<file path="src/rtl/uart_rx_fifo_pkg.sv">
// Shared types and constants for the UART receive FIFO and its status consumers.
package uart_rx_fifo_pkg;

  // Default storage depth, independent of the UART baud rate.
  localparam int UART_FIFO_DEPTH = 64;
  localparam int UART_FIFO_LW    = $clog2(UART_FIFO_DEPTH) + 1;

  // Bundled status view for debug/status logic; the FIFO itself exposes separate ports.
  typedef struct packed {
    logic [UART_FIFO_LW-1:0] level;
    logic                    full;
    logic                    overflow;
    logic [7:0]              drop_count;
  } UartFifoStatus_t;

  // RTS hysteresis states: RTS_ON asserts rts_n low, RTS_OFF withdraws it.
  typedef enum logic {
    RTS_ON  = 1'b0,
    RTS_OFF = 1'b1
  } RxFifoRtsState_t;

endpackage

</file>
<file path="src/rtl/fifo_byte_ram.sv">
// Simple dual-port DEPTH x 8 RAM: one write port, one synchronous read port.
// Read returns the old contents on an address collision; written to map onto block RAM.
module fifo_byte_ram #(
  parameter int DEPTH = 64,
  parameter int AW    = $clog2(DEPTH)
) (
  input  logic          clk,
  input  logic          we,
  input  logic [AW-1:0] waddr,
  input  logic [7:0]    wdata,
  input  logic [AW-1:0] raddr,
  output logic [7:0]    rdata
);

  logic [7:0] mem [DEPTH];

  // Write port and registered read port share the single clock; no reset on storage.
  always_ff @(posedge clk) begin
    if (we) mem[waddr] <= wdata;
    rdata <= mem[raddr];
  end

endmodule

</file>
<file path="src/rtl/uart_rx_fifo.sv">
// uart_rx_fifo: first-word-fall-through byte FIFO between the UART receiver and
// the VT100 parser. Holds pointers, head output register, status and RTS logic;
// storage lives in fifo_byte_ram.
// Optional feature macro: UART_FIFO_RTS_EN (RTS hysteresis FSM on rts_n).
//
// Output handshake: a byte transfers on any clock edge where out_valid and
// out_ready are both high; out_valid never falls and out_data never changes
// while out_valid is high and out_ready is low. in_valid has no ready: a byte
// offered while full without a same-cycle pop is dropped and counted.
module uart_rx_fifo
  import uart_rx_fifo_pkg::*;
#(
  parameter int DEPTH     = UART_FIFO_DEPTH,
  parameter int HIGH_MARK = 48,
  parameter int LOW_MARK  = 16
) (
  input  logic                   clk,
  input  logic                   rst,
  input  logic                   in_valid,
  input  logic [7:0]             in_data,
  output logic                   out_valid,
  output logic [7:0]             out_data,
  input  logic                   out_ready,
  output logic [$clog2(DEPTH):0] level,
  output logic                   full,
  output logic                   overflow,
  output logic [7:0]             drop_count,
  input  logic                   clr_overflow,
  output logic                   rts_n
);

  localparam int AW = $clog2(DEPTH);
  localparam int LW = AW + 1;
  localparam logic [LW-1:0] DEPTH_LV = LW'(DEPTH);

  // Elaboration-time parameter sanity checks.
  if (DEPTH < 4 || (DEPTH & (DEPTH - 1)) != 0) begin : g_bad_depth
    $error("uart_rx_fifo: DEPTH must be a power of two and at least 4");
  end
  if (!(LOW_MARK < HIGH_MARK && HIGH_MARK <= DEPTH)) begin : g_bad_marks
    $error("uart_rx_fifo: requires LOW_MARK < HIGH_MARK <= DEPTH");
  end

  logic [AW:0] wr_ptr, rd_ptr;
  logic [AW:0] wr_nxt, rd_nxt, level_nxt;
  logic        pop, push, drop, byp_case;
  logic        byp_sel;
  logic [7:0]  byp_data;
  logic [7:0]  ram_q;

  // Transfer decisions and next pointer/level values for this cycle.
  always_comb begin
    pop       = out_valid && out_ready;
    push      = in_valid && (!full || pop);
    drop      = in_valid && full && !pop;
    wr_nxt    = wr_ptr + {{AW{1'b0}}, push};
    rd_nxt    = rd_ptr + {{AW{1'b0}}, pop};
    level_nxt = wr_nxt - rd_nxt;
    // The byte being written becomes the next head: the RAM read of that slot
    // would return stale data, so capture it directly into the head register.
    byp_case  = push && (rd_nxt == wr_ptr);
  end

  fifo_byte_ram #(
    .DEPTH (DEPTH),
    .AW    (AW)
  ) u_ram (
    .clk   (clk),
    .we    (push),
    .waddr (wr_ptr[AW-1:0]),
    .wdata (in_data),
    .raddr (rd_nxt[AW-1:0]),
    .rdata (ram_q)
  );

  // Pointers, registered status and the head-capture path.
  always_ff @(posedge clk or posedge rst) begin
    if (rst) begin
      wr_ptr    <= '0;
      rd_ptr    <= '0;
      level     <= '0;
      full      <= 1'b0;
      out_valid <= 1'b0;
      byp_sel   <= 1'b0;
      byp_data  <= 8'h00;
    end else begin
      wr_ptr    <= wr_nxt;
      rd_ptr    <= rd_nxt;
      level     <= level_nxt;
      full      <= (level_nxt == DEPTH_LV);
      out_valid <= (level_nxt != '0);
      byp_sel   <= byp_case;
      if (byp_case) byp_data <= in_data;
    end
  end

  // Head byte: captured input right after a bypass, otherwise the prefetched RAM
  // word; forced to zero when empty so the RAM's unreset contents never show.
  assign out_data = out_valid ? (byp_sel ? byp_data : ram_q) : 8'h00;

  // Sticky overflow flag and saturating drop counter; a drop beats a clear.
  always_ff @(posedge clk or posedge rst) begin
    if (rst) begin
      overflow   <= 1'b0;
      drop_count <= 8'h00;
    end else if (drop) begin
      overflow <= 1'b1;
      if (clr_overflow)              drop_count <= 8'h01;
      else if (drop_count != 8'hFF)  drop_count <= drop_count + 8'h01;
    end else if (clr_overflow) begin
      overflow   <= 1'b0;
      drop_count <= 8'h00;
    end
  end

`ifdef UART_FIFO_RTS_EN
  localparam logic [LW-1:0] HIGH_LV = LW'(HIGH_MARK);
  localparam logic [LW-1:0] LOW_LV  = LW'(LOW_MARK);

  RxFifoRtsState_t rts_state, rts_state_nxt;

  // RTS state register.
  always_ff @(posedge clk or posedge rst) begin
    if (rst) rts_state <= RTS_ON;
    else     rts_state <= rts_state_nxt;
  end

  // Hysteresis: withdraw at the high mark, reassert at the low mark, judged on next level.
  always_comb begin
    rts_state_nxt = rts_state;
    case (rts_state)
      RTS_ON:  if (level_nxt >= HIGH_LV) rts_state_nxt = RTS_OFF;
      RTS_OFF: if (level_nxt <= LOW_LV)  rts_state_nxt = RTS_ON;
      default: rts_state_nxt = RTS_ON;
    endcase
  end

  assign rts_n = (rts_state == RTS_OFF);
`else
  assign rts_n = 1'b0;
`endif

endmodule
</file>
<file path="config.mk">
export PLATFORM = sky130hd
export DESIGN_NAME = uart_rx_fifo
export DESIGN_NICKNAME = d
export VERILOG_FILES = /design/src/rtl/uart_rx_fifo_pkg.sv /design/src/rtl/fifo_byte_ram.sv /design/src/rtl/uart_rx_fifo.sv
export SDC_FILE = /design/constraint.sdc
export NUM_CORES = 1
export LEC_CHECK = 0
export BUFFER_PORTS_ARGS = -buffer_cell sky130_fd_sc_hd__buf_2
export CORE_UTILIZATION = 70
export CTS_BUF_LIST = sky130_fd_sc_hd__clkbuf_8
export CTS_CLUSTER_DIAMETER = 200
export CTS_CLUSTER_SIZE = 12
export DETAILED_ROUTE_END_ITERATION = 10
export PLACE_DENSITY = 0.83
export SETUP_SLACK_MARGIN = 0.02
export SLEW_MARGIN = 20
export SYNTH_ARGS = -nofsm -noshare
export SYNTH_HDL_FRONTEND = slang
export SYNTH_SLANG_ARGS = --single-unit
</file>
<file path="constraint.sdc">
create_clock -name clk -period 5.55 [get_ports clk]
set_clock_uncertainty 0.1 [all_clocks]
set_input_delay 0.555 -clock clk [delete_from_list [all_inputs] [get_ports clk]]
set_output_delay 0.555 -clock clk [all_outputs]
set_load 0.02 [all_outputs]
</file>
Word-level counts from Yosys, hierarchy flattened
Memory sizes are Yosys's and may differ from the RTL's. A register that Yosys moved wholly into a read port is not among the register bits.
Cells that the tools add are included.
{"block": "totals", "ram_bits": 512, "output_inout_bits": 27, "mem_count": 1, "regBits": 41, "inputBits": 13}
{"name": "u_ram.mem", "words": 64, "word_bits": 8, "rd": 1, "rd_clocked_by_memory_dff": 1, "write_ports": 1, "line": "fifo_byte_ram.sv:15", "source": "logic [7:0] mem [DEPTH];"}
{"block": "classes", "addsub": 4, "muxes": 10, "eq_ne": 3, "reduce_logical": 12}
{"cell": "8-bit two-way mux", "n": 6}
{"cell": "7-bit by 1-bit adder with 7-bit output", "n": 2}
{"cell": "8-bit by 1-bit adder with 8-bit output, second input constant", "n": 1}
{"cell": "8-bit inequality test, second input constant", "n": 1}
{"cell": "7-bit equality test", "n": 1}
{"cell": "7-bit equality test, second input constant", "n": 1}
{"cell": "7-bit nonzero test", "n": 1}
{"cell": "7-bit subtractor", "n": 1}
{"cell": "1-bit logical AND", "n": 5}
{"cell": "1-bit two-way mux", "n": 4}
{"cell": "2-bit nonzero test", "n": 2}
{"cell": "1-bit zero test", "n": 2}
{"cell": "2-bit AND reduction", "n": 1}
{"cell": "1-bit logical OR", "n": 1}

Depth between registers and ports, before layout
Gate-level depths: netlist of the first run.
{"block": "depth", "depth_word": 6, "ltp_mapped": 17, "mapped_depth_nobuf": 13}

Hierarchy
Synthesis of the first run repeated with hierarchy kept, for this count alone.
{"block": "hier_totals", "cells_unflattened": 1157, "hier_area_um2": 22506.6}
{"module": "fifo_byte_ram", "area_each_um2": 20166.8, "seq_area_each_um2": 15534.9, "cells_each": 940, "instances": 1}
{"module": "uart_rx_fifo", "area_each_um2": 2339.7, "seq_area_each_um2": 1026.0, "cells_each": 217, "instances": 1}

Least setup slack after synthesis of the first run
Ideal clock, no wire load.
{"block": "synth_path", "path_type": "flip-flop to flip-flop", "from": "register out_valid", "to": "register full", "period_less_slack_ps": 3808, "n_path_buf": 4, "path_stages_with_launch": 18, "setup_slack_ps": 1742, "t_arrival_ps": 3602, "path_cell_list": "dfrtp_1 -> buf_4 -> nand2_1 -> inv_1 -> ha_1 -> ha_1 -> xor2_1 -> inv_2 -> clkbuf_1 -> clkbuf_1 -> clkbuf_1 -> ha_1 -> nor2b_1 -> o21ai_0 -> nor3b_1 -> nor2_1 -> nor4_1 -> nor4b_1"}
{"block": "synth_via", "elab_chain_cells": 6, "elab_cells_between_ends": 7, "cone_classes": "3 x add/sub; 1 x eq/ne; 3 x reduce/logical"}
{"element": "start: declaration", "line": "uart_rx_fifo.sv:21", "source": "output logic out_valid,"}
{"element": "start signal: assignment", "line": "uart_rx_fifo.sv:91", "source": "out_valid <= (level_nxt != '0);"}
{"element": "1-bit logical AND (*)", "line": "uart_rx_fifo.sv:53", "source": "pop = out_valid && out_ready;"}
{"element": "1-bit logical OR", "line": "uart_rx_fifo.sv:54", "source": "push = in_valid && (!full || pop);"}
{"element": "1-bit logical AND", "line": "uart_rx_fifo.sv:54"}
{"element": "7-bit by 1-bit adder with 7-bit output", "line": "uart_rx_fifo.sv:56", "source": "wr_nxt = wr_ptr + {{AW{1'b0}}, push};"}
{"element": "7-bit subtractor (*)", "line": "uart_rx_fifo.sv:58", "source": "level_nxt = wr_nxt - rd_nxt;"}
{"element": "via level_nxt[4]", "line": "uart_rx_fifo.sv:45", "source": "logic [AW:0] wr_nxt, rd_nxt, level_nxt;"}
{"element": "7-bit equality test (*)", "line": "uart_rx_fifo.sv:90", "source": "full <= (level_nxt == DEPTH_LV);"}
{"element": "end signal: assignment", "line": "uart_rx_fifo.sv:90"}
{"element": "end: declaration", "line": "uart_rx_fifo.sv:25", "source": "output logic full,"}
Mark *: on every way through the listed nets, which the timed path passes. The rest lies on a longest branch.
A chain may end at the register's enable or synchronous reset.

Worst setup path after layout of the first run
{"block": "layout_path", "from": "register out_valid", "to": "register byp_data[3]"}
{"block": "layout_via", "elab_chain_cells": 4, "elab_cells_between_ends": 6, "cone_classes": "1 x add/sub; 1 x eq/ne; 4 x reduce/logical"}
{"element": "1-bit logical AND (*)", "line": "uart_rx_fifo.sv:53"}
{"element": "7-bit by 1-bit adder with 7-bit output / 1-bit logical OR (equally long branches)", "line": "uart_rx_fifo.sv:57, uart_rx_fifo.sv:54"}
{"element": "7-bit equality test / 1-bit logical AND (equally long branches)", "line": "uart_rx_fifo.sv:61, uart_rx_fifo.sv:54"}
{"element": "1-bit logical AND (*)", "line": "uart_rx_fifo.sv:61", "source": "byp_case = push && (rd_nxt == wr_ptr);"}
{"element": "end signal: assignment", "line": "uart_rx_fifo.sv:93", "source": "if (byp_case) byp_data <= in_data;"}
{"element": "end: declaration", "line": "uart_rx_fifo.sv:48", "source": "logic [7:0] byp_data;"}
Every way passes the cells marked *; elsewhere a longest branch is shown, timed or not.

==> PnR_summary.wiki, run 1 <==
{| class="wikitable"
! Metric !! Value
|-
| Area of all placed cells without fillers || 23600 µm²
|-
| Number of register bits inferred by synthesis || 561
|-
| Leakage || 7.80 nW
|-
| Outcome || completed
|-
| Most frequent cell after synthesis || edfxtp_1
|-
| R2r setup slk || roughly 1.3 ns
|-
| Instance count of the mapped netlist || around 1.3k
|-
| Area leader, netlist || edfxtp_1
|-
| Num ports || 40
|-
| Endpoint of the worst hold path || drop_count[3]
|-
| PortBufs || 38
|-
| Overall die area || about 32000 µm²
|-
| Number of setup buffers added after CTS || 0
|-
| Net count of the mapped netlist || between 1k and 1.5k
|-
| Internal power || 7.71 mW
|-
| Number of buffers added by the clock tree synthesis step || between 50 and 60
|-
| Worst hold path stage count || 2
|-
| Net switching power of the design || ~4.5 mW
|-
| Ratio of routed vias to standard cells || between 6 and 7
|-
| Residual antenna-violating net count after detailed routing || 0
|-
| Critical Path Source || out_valid
|-
| Remaining global-route overflow || 0
|-
| YS warnings || 0
|-
| TritonCTS clock tree || done
|-
| Cell Area, Placed || roughly 23000 µm²
|-
| Number of enable flip-flop cells after synthesis || 512
|-
| Hold Slack || approximately 0.13 ns
|-
| Net Sw Frac || 0.371
|-
| Element type at the critical path end || register
|-
| Top cells by area in the synthesized netlist || edfxtp_1, mux4_2, dfrtp_1
|-
| Category of the worst setup path launch point || register
|-
| Part of the total power dissipated in the clock network || 0.177
|-
| Worst-path maximum fanout || 14
|-
| Area fraction in and, or, nand and nor cells after synthesis || 0.0713
|-
| Share of synthesized area occupied by flip-flops and latches || 0.745
|-
| Count of clock tree sinks || around 560
|-
| Iter 0 DRT Violations || approximately 1.9k
|-
| Vias in the first global route || between 10k and 15k
|-
| Clock Tree Buf Depth || 3
|-
| Dominant combinational cell family by area after synthesis || multiplexers
|-
| Placement Rows || 64
|-
| Required @ worst endpoint || approximately 5.9 ns
|-
| Overall Power || ~12 mW
|-
| Post-route setup slack || 1.29 ns
|-
| Crit path DAT || roughly 4.6 ns
|-
| Complex-gate fraction of the synthesized area || 0.0288
|-
| Post-synth top cells || edfxtp_1, nand2_1, mux4_2, nor2_1, nand3_1
|-
| Power per cell area || just over 500 nW/µm²
|-
| Placed Cells incl. Taps || 1664
|-
| Xor/xnor cell area share of the yosys netlist || 0.0102
|-
| Period utilisation layout || 0.767
|-
| Vias after detailed routing || between 10k and 15k
|-
| Initial antenna violation count || 0
|-
| Relative contribution of sequential cells to total power || 0.415
|-
| Pin slew with the least headroom to its limit || between 0.9 and 1 ns
|-
| Max-slew headroom || 0.349
|-
| Min-delay worst type || input port to register
|-
| Sequence of cells on the critical path || nand2_1 -> inv_1 -> ha_4 -> ha_4 -> nand3_2 -> xnor2_1 -> inv_2 -> xnor2_1 -> or3_1 -> or4_1 -> mux2_4
|-
| Synth Flop Type || edfxtp_1
|-
| Depth of the critical timing path with buffers and inverters included || 11
|-
| Largest delay contributor family on the critical path || simple AND/OR/NAND/NOR gates
|-
| Maximum vdd drop || 384 µV
|-
| Critical register-to-register path startpoint || out_valid
|-
| Fraction of final layout cells with drive strength greater than 1 || 0.171
|-
| Master cell of the clock root buffer || clkbuf_8
|-
| CORE AREA || 30900 µm²
|-
| Clock H-tree levels || 2
|-
| Setup Crit Path Kind || register to register
|-
| Terminus of the critical flop-to-flop path || byp_data[3]
|-
| Highest Clock Rate || ~230 MHz
|-
| Detailed placer's ending HPWL || 28.6 mm
|-
| Area fraction of the dominant cell type after synthesis || 0.692
|-
| Unique masters post-synth || 51
|-
| DRC errors left || 0
|-
| Total routing resource utilization after global routing || 0.306
|-
| Count of maximum capacitance violations || 0
|-
| Buffers and inverters on the worst path || 2
|-
| Depth of the worst register-to-register path || 11
|-
| Final Hold Vio Count || 0
|-
| Routability congestion estimate || approximately 0.89
|-
| Utilization of the core after routing || 0.765
|-
| Slew Limit Fails || 0
|-
| Routed Wire Length || between 40 and 50 mm
|-
| Asr flop ratio synth || 0.0731
|-
| Pin count of the biggest net entering global routing || 77
|-
| Worst setup timing slack at the placement stage || ~1.2 ns
|-
| RSZ-0062 raised after global routing || no
|-
| Worst Hold Launch || clr_overflow
|-
| Cell with the largest stage delay on the worst path || xnor2_1
|-
| Die extent in x || approximately 180 µm
|-
| Wire length per cell after detailed routing || about 28 µm
|-
| Mean instance size in the synthesized netlist || 17.3 µm²
|-
| Final critical delay including setup and external delays || approximately 4.3 ns
|-
| Adder-cell share of the synthesized area || 0.00766
|-
| Number of nets in the final layout || approximately 1.3k
|-
| Die span in y || ~180 µm
|-
| Number of antenna cells inserted || 0
|-
| Worst skew pair latency || between 0.6 and 0.7 ns
|-
| Delay of the slowest cell on the worst path || a little under 0.8 ns
|-
| Initial core utilization || 0.719
|-
| Setup total negative slack || 0 ns
|-
| First-pass GRT wire length || around 72 mm
|-
| Number of endpoints failing setup at the final stage || 0
|-
| Synthesis-to-finish area growth || 6.31%
|-
| Number of cells upsized or downsized after cts || 0
|-
| Combinational share of power || 0.408
|-
| Mux contribution to synthesized area || 0.120
|-
| Number of iterations in the first detailed-routing pass || 7
|-
| Syn Std Cell Area || roughly 22000 µm²
|-
| Final standard cell count with taps included and fillers excluded || roughly 1.7k
|-
| Clk slew on worst S/H paths || 0.09 ns
|}
## power by group through the flow
stage / logic (mW) / registers, mW / clock network (mW)
floorplan: 3.55 / 5.11 / 0
global placement: 4.80 / 5.16 / 0
detailed placement: 4.92 / 5.17 / 0
CTS: 4.95 / 5.08 / 2.18
global route: 5.34 / 5.10 / 2.34
finish: 5.01 / 5.09 / 2.17
## routing by layer
metal,vias up,GRT usage,wire (µm)
met5,-,0,0
met4,0,0.104,1630
met3,135,0.0673,5550
met2,832,0.452,22100
met1,5947,0.463,18900
li1,5034,-,-
## logic make-up after synthesis
family,count (synthesis)
flops,561
fa+ha+maj,13
buf+inv,88
mux,141
xor+xnor,25
other cells,1
simple gates,365
compound gates,88
## what timing repair did
item	in CTS	in global routing
hold buffers	1	0
endpoints found under the setup margin	0	0
endpoints found under the hold margin	41	0
## how the worst max path moves through the flow
| stage | end | slack, ns |
|---|---|---|
| 2_1_floorplan | full | 1.74 |
| 3_3_place_gp | byp_data[1] | 1.35 |
| 3_5_place_dp | byp_data[0] | 1.21 |
| 4_1_cts | byp_data[3] | 1.30 |
| 5_1_grt | byp_data[3] | 1.04 |
| 6_report | byp_data[3] | 1.29 |
## layout by cell type (no fill, tap or decap), types with 3 or more instances in the layout
cell / count
edfxtp_1: 512
nand2_1: 182
mux4_2: 98
nor2_1: 84
clkbuf_8: 53
nand3_1: 42
dfrtp_1: 41
inv_1: 37
mux2i_1: 35
buf_2: 35
a32oi_1: 24
xnor2_1: 18
buf_4: 18
a31oi_1: 16
nand4_1: 15
nor2b_1: 14
a21oi_1: 12
o21ai_0: 11
ha_1: 10
a311o_1: 8
mux2_4: 8
dfxtp_1: 8
a311oi_1: 7
xor2_1: 5
inv_2: 4
nor3_1: 3
and3_1: 3
nand3b_1: 3
## area by class of cell
cell class / instances / area [µm²]
fillers: 1653 / 7280
inverters: 21 / 78.8
multi-input cells: 633 / 5350
clock inverters: 23 / 95.1
clock buffers: 53 / 729
flip-flops and latches: 561 / 16600
repair buffers: 54 / 320
well taps: 396 / 495
## flip-flops by register name (all words and copies together), names as in the netlist, 7 cells and up
name	cells
rd_ptr	7
wr_ptr	7
level	7
u_ram.mem	512
drop_count	8
byp_data	8
u_ram.rdata	8
No activity file was read; power rests on OpenSTA's default activity.
==> inputs of run 2 (changes only) <==
--- a/config.mk
+++ b/config.mk
@@ -6,12 +6,12 @@
 export NUM_CORES = 1
 export LEC_CHECK = 0
 export BUFFER_PORTS_ARGS = -buffer_cell sky130_fd_sc_hd__buf_2
-export CORE_UTILIZATION = 70
+export CORE_UTILIZATION = 59
 export CTS_BUF_LIST = sky130_fd_sc_hd__clkbuf_8
 export CTS_CLUSTER_DIAMETER = 200
 export CTS_CLUSTER_SIZE = 12
 export DETAILED_ROUTE_END_ITERATION = 10
-export PLACE_DENSITY = 0.83
+export PLACE_DENSITY = 0.75
 export SETUP_SLACK_MARGIN = 0.02
 export SLEW_MARGIN = 20
 export SYNTH_ARGS = -nofsm -noshare
==> constraint.sdc (replaced) <==
create_clock -name clk -period 3.6 [get_ports clk]
set_clock_uncertainty 0.1 [all_clocks]
set_input_delay 0.36 -clock clk [delete_from_list [all_inputs] [get_ports clk]]
set_output_delay 0.36 -clock clk [all_outputs]
set_load 0.02 [all_outputs]
==> run 2 against run 1 <==
Worst hold slack worse by 0.038 ns. Routed wire length is 2.5% higher. Non-clock buffer count is 62 higher. Utilization is 11 points lower. Sequential share of layout area is 1.9 points lower. Fmax is 33% higher. Worst setup slack worse by 0.90 ns. Via count is 0.64% higher. Design area is 2.8% higher. Cell count is 10% higher. Total power is 57% higher. Die area is 18% higher.
==> PnR_summary.wiki, run 2 (synthesized netlist as in run 1, its figures left out) <==
{| class="wikitable"
! Metric !! Value
|-
| Initial antenna violation count || 2 (+2)
|-
| First-pass GRT wire length || 73.8 mm (+2.5%)
|-
| Post-route setup slack || 0.394 ns (-0.901 ns)
|-
| Worst skew pair latency || 0.62 ns (about the same)
|-
| Total routing resource utilization after global routing || 0.264 (-0.0415)
|-
| Leakage || 8.19 nW (+5.0%)
|-
| Wire length per cell after detailed routing || 25.7 µm (-7.1%)
|-
| Remaining global-route overflow || 0 (unchanged)
|-
| Count of maximum capacitance violations || 0 (unchanged)
|-
| Min-delay worst type || input port to register
|-
| Worst setup timing slack at the placement stage || 0.376 ns (-0.837 ns)
|-
| Vias after detailed routing || 12.0k (+0.64%)
|-
| Vias in the first global route || 11.9k (+1.6%)
|-
| Required @ worst endpoint || 4.00 ns (-1.93 ns)
|-
| Final standard cell count with taps included and fillers excluded || 1921 (+10%)
|-
| Period utilisation layout || 0.891 (+0.124)
|-
| Max-slew headroom || 0.337 (-0.0115)
|-
| Number of iterations in the first detailed-routing pass || 5 (-2)
|-
| TritonCTS clock tree || done
|-
| Residual antenna-violating net count after detailed routing || 0 (unchanged)
|-
| Setup Crit Path Kind || register to register
|-
| Num ports || 40 (unchanged)
|-
| Detailed placer's ending HPWL || 30.7 mm (+7.2%)
|-
| Clock H-tree levels || 2 (unchanged)
|-
| Cell with the largest stage delay on the worst path || nor4_1
|-
| Buffers and inverters on the worst path || 0 (-2)
|-
| Final Hold Vio Count || 0 (unchanged)
|-
| Filler cell count in the final layout || 2435 (+47%)
|-
| Placed Cells incl. Taps || 1832 (+10%)
|-
| Number of endpoints failing setup at the final stage || 0 (unchanged)
|-
| Initial core utilization || 0.603 (-0.116)
|-
| Clock Tree Buf Depth || 3 (unchanged)
|-
| Setup total negative slack || 0 ns (unchanged)
|-
| Placement Rows || 70 (+9.4%)
|-
| Crit path DAT || 3.60 ns (-1.04 ns)
|-
| Die extent in x || 196 µm (+8.8%)
|-
| Largest register by flop count || u_ram.mem
|-
| Overall die area || 38500 µm² (+18%)
|-
| Worst-path maximum fanout || 3 (-11)
|-
| PortBufs || 38 (unchanged)
|-
| Worst Hold Launch || out_ready
|-
| Maximum vdd drop || 787 µV (+100%)
|-
| Ratio of routed vias to standard cells || 6.26 (-8.8%)
|-
| Final critical delay including setup and external delays || 3.21 ns (-1.05 ns)
|-
| Slew Limit Fails || 0 (unchanged)
|-
| Number of setup buffers added after CTS || 0 (unchanged)
|-
| RSZ-0062 raised after global routing || no
|-
| Hold Slack || 0.0909 ns (-0.0380 ns)
|-
| Die span in y || 196 µm (+8.8%)
|-
| Commonest non-fill, non-tap cell in the layout || edfxtp_1
|-
| CORE AREA || 36900 µm² (+19%)
|-
| Pin slew with the least headroom to its limit || 0.994 ns (+0.0242 ns)
|-
| Synthesis-to-finish area growth || 9.33%
|-
| Pin count of the biggest net entering global routing || 112 (+45%)
|-
| Critical register-to-register path startpoint || out_valid
|-
| Clk slew on worst S/H paths || 0.08 ns (about the same)
|-
| Element type at the critical path end || register
|-
| Fraction of final layout cells with drive strength greater than 1 || 0.202 (+0.0310)
|-
| Routed Wire Length || 49.4 mm (+2.5%)
|-
| DRC errors left || 0 (unchanged)
|-
| Highest Clock Rate || 312 MHz (+33%)
|-
| Power per cell area || 793 nW/µm² (+53%)
|-
| Max FFs per register || 512 (unchanged)
|-
| Overall Power || 19.3 mW (+57%)
|-
| Category of the worst setup path launch point || register
|-
| Count of clock tree sinks || 561 (unchanged)
|-
| Routability congestion estimate || 0.903 (+2.0%)
|-
| Sequence of cells on the critical path || nand2_1 -> a21oi_1 -> ha_1 -> ha_1 -> xor2_1 -> ha_1 -> nor2b_1 -> o21ai_0 -> nor3b_1 -> nor2_1 -> nor4_1 -> nor4b_1
|-
| Master cell of the clock root buffer || clkbuf_8
|-
| Iter 0 DRT Violations || 1418 (-25%)
|-
| Largest delay contributor family on the critical path || simple AND/OR/NAND/NOR gates
|-
| Most used cell along the critical path || ha_1
|-
| Commonest cells after routing, fill and taps aside || edfxtp_1, nand2_1, mux4_2
|-
| Number of nets in the final layout || 1411 (+4.6%)
|-
| Outcome || completed
|-
| Number of buffers added by the clock tree synthesis step || 52 (unchanged)
|-
| Critical Path Source || out_valid
|-
| Delay of the slowest cell on the worst path || 0.38 ns (-0.40 ns)
|}
==> run 2: changes by cell type in the layout (fill, tap and decap cells not counted) <==
cell           change
buf_4             +53
inv_1             +11
buf_12             +4
buf_2              +3
clkinvlp_4         -2
dlygate4sd3_1      +2
nor2_1             +2
nor2_2             -2
diode_2            +1
==> run 2: cell type report <==
cell class                      count  area [µm²]  share of cell area
Clock inverter                     32         121             0.00499
Sequential cell                   561       16600               0.681
Timing Repair Buffer              116         833              0.0343
Antenna cell                        1        2.50            0.000103
Inverter                           21        78.8             0.00324
Clock buffer                       53         729              0.0300
Tap cell                          504         631              0.0259
Multi-Input combinational cell    633        5350               0.220
==> run 2: worst reg2reg max path: stages, from the launching register on <==
cell     delay [ns]
dfrtp_1        0.35
nand2_1        0.09
a21oi_1        0.28
ha_1           0.25
ha_1           0.24
xor2_1         0.22
ha_1           0.29
nor2b_1        0.14
o21ai_0        0.17
nor3b_1        0.23
nor2_1         0.08
nor4_1         0.38
nor4b_1        0.28
==> run 2: where the power goes <==
part           internal (mW)  total (mW)  leakage [nW]  switching [mW]
logic                   3.22        8.06          2.46            4.84
clock network           1.35        3.34         0.550            1.99
registers               7.55        7.86          5.18           0.309
total                   12.1        19.3          8.19            7.14
==> run 2: worst paths after layout <==
path	cells after the start	slack [ns]	end
worst max-delay path	12	0.39	full
worst min register to register	1	0.42	byp_data[7]
worst min-delay path	4	0.09	drop_count[0]
max in group asynchronous	4	2.39	wr_ptr[0]
worst max register to register	12	0.39	full
min in group asynchronous	3	0.33	byp_data[1]
==> run 2: stage by stage <==
| step | utilization | cell area, µm² |
|---|---|---|
| finish | 0.659 | 24300 |
| detailed placement | 0.635 | 23400 |
| floorplan | - | 22200 |
| global route | 0.659 | 24300 |
| global placement | 0.635 | 23400 |
| CTS | 0.659 | 24300 |
==> run 2: layer usage <==
| layer | part of all wire | GRT usage |
|---|---|---|
| met5 | 0.00026 | 0 |
| met4 | 0.026 | 0.0828 |
| met3 | 0.10 | 0.0528 |
| met2 | 0.47 | 0.408 |
| met1 | 0.40 | 0.385 |
==> run 2: what timing repair did <==
item                                   4_1_cts  5_1_grt
endpoints found under the hold margin       28        0
gates resized for setup                      0        0
hold buffers                                 3        0
==> inputs of run 3 (changes only) <==
--- a/config.mk
+++ b/config.mk
@@ -6,12 +6,11 @@
 export NUM_CORES = 1
 export LEC_CHECK = 0
 export BUFFER_PORTS_ARGS = -buffer_cell sky130_fd_sc_hd__buf_2
-export CORE_UTILIZATION = 59
-export CTS_BUF_LIST = sky130_fd_sc_hd__clkbuf_8
+export CORE_UTILIZATION = 56
 export CTS_CLUSTER_DIAMETER = 200
 export CTS_CLUSTER_SIZE = 12
 export DETAILED_ROUTE_END_ITERATION = 10
-export PLACE_DENSITY = 0.75
+export PLACE_DENSITY = 0.71
 export SETUP_SLACK_MARGIN = 0.02
 export SLEW_MARGIN = 20
 export SYNTH_ARGS = -nofsm -noshare
==> run 3 against run 2 <==
Register-to-register slack hardly changed. Fmax is 0.18% higher. Total power is 8.1% higher. Sequential share of layout area is 1.7 points lower. Critical path depth stayed put. Clock power is 45% higher. Worst hold slack worse by 0.0066 ns. First-iteration DRC count is 5.4% lower. Worst setup slack better by 0.0058 ns. Sequential power hardly changed. Critical path type unchanged. Largest cell class unchanged. Highest routed layer is now met4.
==> PnR_summary.wiki, run 3 (synthesized netlist as in run 1, its figures left out) <==
{| class="wikitable"
! Metric !! Value
|-
| Outcome || completed
|-
| DRC errors left || 0 (unchanged)
|-
| Period utilisation layout || 0.889 (-0.00160)
|-
| Iter 0 DRT Violations || 1342 (-5.4%)
|-
| Power per cell area || 836 nW/µm² (+5.4%)
|-
| Part of the total power dissipated in the clock network || 0.232 (+0.059)
|-
| Leakage || 8.36 nW (+2.0%)
|-
| Synthesis-to-finish area growth || 12.1%
|-
| Wire length per cell after detailed routing || 26.0 µm (+1.3%)
|-
| Relative contribution of sequential cells to total power || 0.378 (-0.030)
|-
| Max FFs per register || 512 (unchanged)
|-
| Internal power || 13.5 mW (+11%)
|-
| Placement Rows || 72 (+2.9%)
|-
| Net Sw Frac || 0.354 (-0.0167)
|-
| Number of nets in the final layout || 1416 (+0.35%)
|-
| Post-route setup slack || 0.400 ns (+0.00577 ns)
|-
| Die span in y || 201 µm (+2.6%)
|-
| Highest Clock Rate || 312 MHz (+0.18%)
|-
| Initial core utilization || 0.571 (-0.0317)
|-
| Overall die area || 40500 µm² (+5.3%)
|-
| Clk slew on worst S/H paths || 0.06 ns (-0.02 ns)
|-
| R2r setup slk || 0.40 ns (about the same)
|-
| Number of setup buffers added after CTS || 0 (unchanged)
|-
| Cell with the largest stage delay on the worst path || nor4_1
|-
| Number of iterations in the first detailed-routing pass || 5 (unchanged)
|-
| Count of clock tree sinks || 561 (unchanged)
|-
| Element type at the critical path end || register
|-
| Crit path DAT || 3.57 ns (-0.03 ns)
|-
| Number of antenna cells inserted || 0 (-1)
|-
| Pin count of the biggest net entering global routing || 112 (unchanged)
|-
| Terminus of the critical flop-to-flop path || full
|-
| Final critical delay including setup and external delays || 3.20 ns (-0.00577 ns)
|-
| Required @ worst endpoint || 3.97 ns (-0.03 ns)
|-
| Utilization of the core after routing || 0.640 (-0.0187)
|-
| Combinational share of power || 0.390 (-0.028)
|-
| Slew Limit Fails || 0 (unchanged)
|-
| Depth of the worst register-to-register path || 12 (unchanged)
|-
| Clock Tree Buf Depth || 3 (unchanged)
|-
| Max-slew headroom || 0.290 (-0.0476)
|-
| Pin slew with the least headroom to its limit || 1.07 ns (+0.0714 ns)
|-
| Worst setup timing slack at the placement stage || 0.279 ns (-0.0968 ns)
|-
| Initial antenna violation count || 0 (-2)
|-
| Number of endpoints failing setup at the final stage || 0 (unchanged)
|-
| Num ports || 40 (unchanged)
|-
| Delay of the slowest cell on the worst path || 0.37 ns (about the same)
|-
| Routed Wire Length || 50.2 mm (+1.7%)
|-
| Overall Power || 20.8 mW (+8.1%)
|-
| Total routing resource utilization after global routing || 0.256 (-0.00817)
|-
| Critical register-to-register path startpoint || out_valid
|-
| Category of the worst setup path launch point || register
|-
| RSZ-0062 raised after global routing || no
|-
| Min-delay worst type || input port to register
|-
| Clock H-tree levels || 2 (unchanged)
|-
| CORE AREA || 38900 µm² (+5.5%)
|-
| Worst-path maximum fanout || 3 (unchanged)
|-
| Commonest cells after routing, fill and taps aside || edfxtp_1, nand2_1, mux4_2
|-
| Fraction of final layout cells with drive strength greater than 1 || 0.208 (+0.00568)
|-
| TritonCTS clock tree || done
|-
| Largest delay contributor family on the critical path || simple AND/OR/NAND/NOR gates
|-
| Routability congestion estimate || 0.874 (-3.3%)
|-
| Buffers and inverters on the worst path || 0 (unchanged)
|-
| Setup total negative slack || 0 ns (unchanged)
|-
| Residual antenna-violating net count after detailed routing || 0 (unchanged)
|-
| Maximum vdd drop || 674 µV (-14%)
|-
| PortBufs || 38 (unchanged)
|-
| Count of maximum capacitance violations || 0 (unchanged)
|-
| Setup Crit Path Kind || register to register
|-
| Critical Path Source || out_valid
|-
| Vias after detailed routing || 12.1k (+1.0%)
|-
| Remaining global-route overflow || 0 (unchanged)
|-
| Ratio of routed vias to standard cells || 6.30 (+0.61%)
|-
| Master cell of the clock root buffer || clkbuf_16
|-
| Most used cell along the critical path || ha_1
|-
| Hold Slack || 0.0843 ns (-0.00664 ns)
|-
| Detailed placer's ending HPWL || 31.0 mm (+1.2%)
|-
| Number of buffers added by the clock tree synthesis step || 52 (unchanged)
|-
| Vias in the first global route || 12.1k (+2.3%)
|-
| Net switching power of the design || 7.37 mW (+3.3%)
|-
| Filler cell count in the final layout || 2670 (+9.7%)
|-
| Commonest non-fill, non-tap cell in the layout || edfxtp_1
|-
| Last element of the critical path || full
|-
| Sequence of cells on the critical path || nand2_1 -> a21oi_1 -> ha_1 -> ha_1 -> xor2_1 -> ha_1 -> nor2b_1 -> o21ai_0 -> nor3b_1 -> nor2_1 -> nor4_1 -> nor4b_2
|-
| Worst skew pair latency || 0.58 ns (-0.04 ns)
|-
| Largest register by flop count || u_ram.mem
|-
| Die extent in x || 201 µm (+2.6%)
|-
| Depth of the critical timing path with buffers and inverters included || 12 (unchanged)
|-
| First-pass GRT wire length || 76.5 mm (+3.7%)
|-
| Final Hold Vio Count || 0 (unchanged)
|}
## run 3: changes by cell type in the layout (fill, tap and decap cells not counted)
cell / before / now
clkbuf_16: 0 / 53
clkbuf_8: 53 / 0
inv_1: 48 / 17
clkbuf_1: 0 / 21
buf_4: 71 / 78
buf_2: 38 / 37
diode_2: 1 / 0
dlygate4sd3_1: 3 / 2
nor4b_1: 1 / 0
nor4b_2: 0 / 1
## run 3: worst register-to-register path: cells and delay by family (launching register included)
kind                     cells  cell delay (ns)
XOR/XNOR                     1             0.23
AO/OA/AOI/OAI                2             0.48
AND/OR/NAND/NOR              6             1.21
adder cells (fa/ha/maj)      3             0.75
flip-flops                   1             0.34
## run 3: worst min-delay path by stage
stage,start,to,slack (ns),depth (start not counted)
floorplan,in_data[0],u_ram.mem[0][0],0.36,0
global placement,byp_data[5],byp_data[5],0.40,1
detailed placement,byp_data[5],byp_data[5],0.40,1
CTS,in_valid,drop_count[0],0.07,3
global route,in_valid,drop_count[0],0.09,3
finish,in_valid,drop_count[0],0.08,3
## run 3: metal layers
metal / wire (µm) / up-vias / part of all wire / GRT usage
li1: - / 5179 / - / -
met1: 20900 / 6248 / 0.42 / 0.379
met2: 23800 / 631 / 0.47 / 0.399
met3: 4390 / 90 / 0.087 / 0.0437
met4: 1130 / 0 / 0.022 / 0.0703
met5: 0 / - / 0 / 0
## run 3: cell type report
class | count | area, µm² | share of cell area
clock buffers | 74 | 1410 | 0.0564
clock inverters | 1 | 5.00 | 0.000201
inverters | 21 | 78.8 | 0.00316
multi-input cells | 633 | 5350 | 0.215
flip-flops and latches | 561 | 16600 | 0.665
well taps | 518 | 648 | 0.0260
repair buffers | 121 | 871 | 0.0349
## run 3: power by group through the flow
stage | logic (mW) | registers (mW) | clock network (mW)
floorplan | 5.48 | 7.87 | 0
global placement | 8.01 | 7.98 | 0
detailed placement | 8.06 | 7.99 | 0
CTS | 8.10 | 7.86 | 4.89
global route | 8.70 | 7.90 | 5.13
finish | 8.13 | 7.87 | 4.83
## run 3: per-stage QoR
step / cells / cell area (µm²)
finish: 1929 / 24900
global route: 1929 / 24900
CTS: 1929 / 24900
detailed placement: 1852 / 23500
global placement: 1852 / 23500
floorplan: 1282 / 22200
## run 3: what timing repair did
action	in CTS	in global routing
hold buffers	2	0
endpoints found under the hold margin	47	0
setup endpoints to repair	0	1
gates resized for setup	0	1
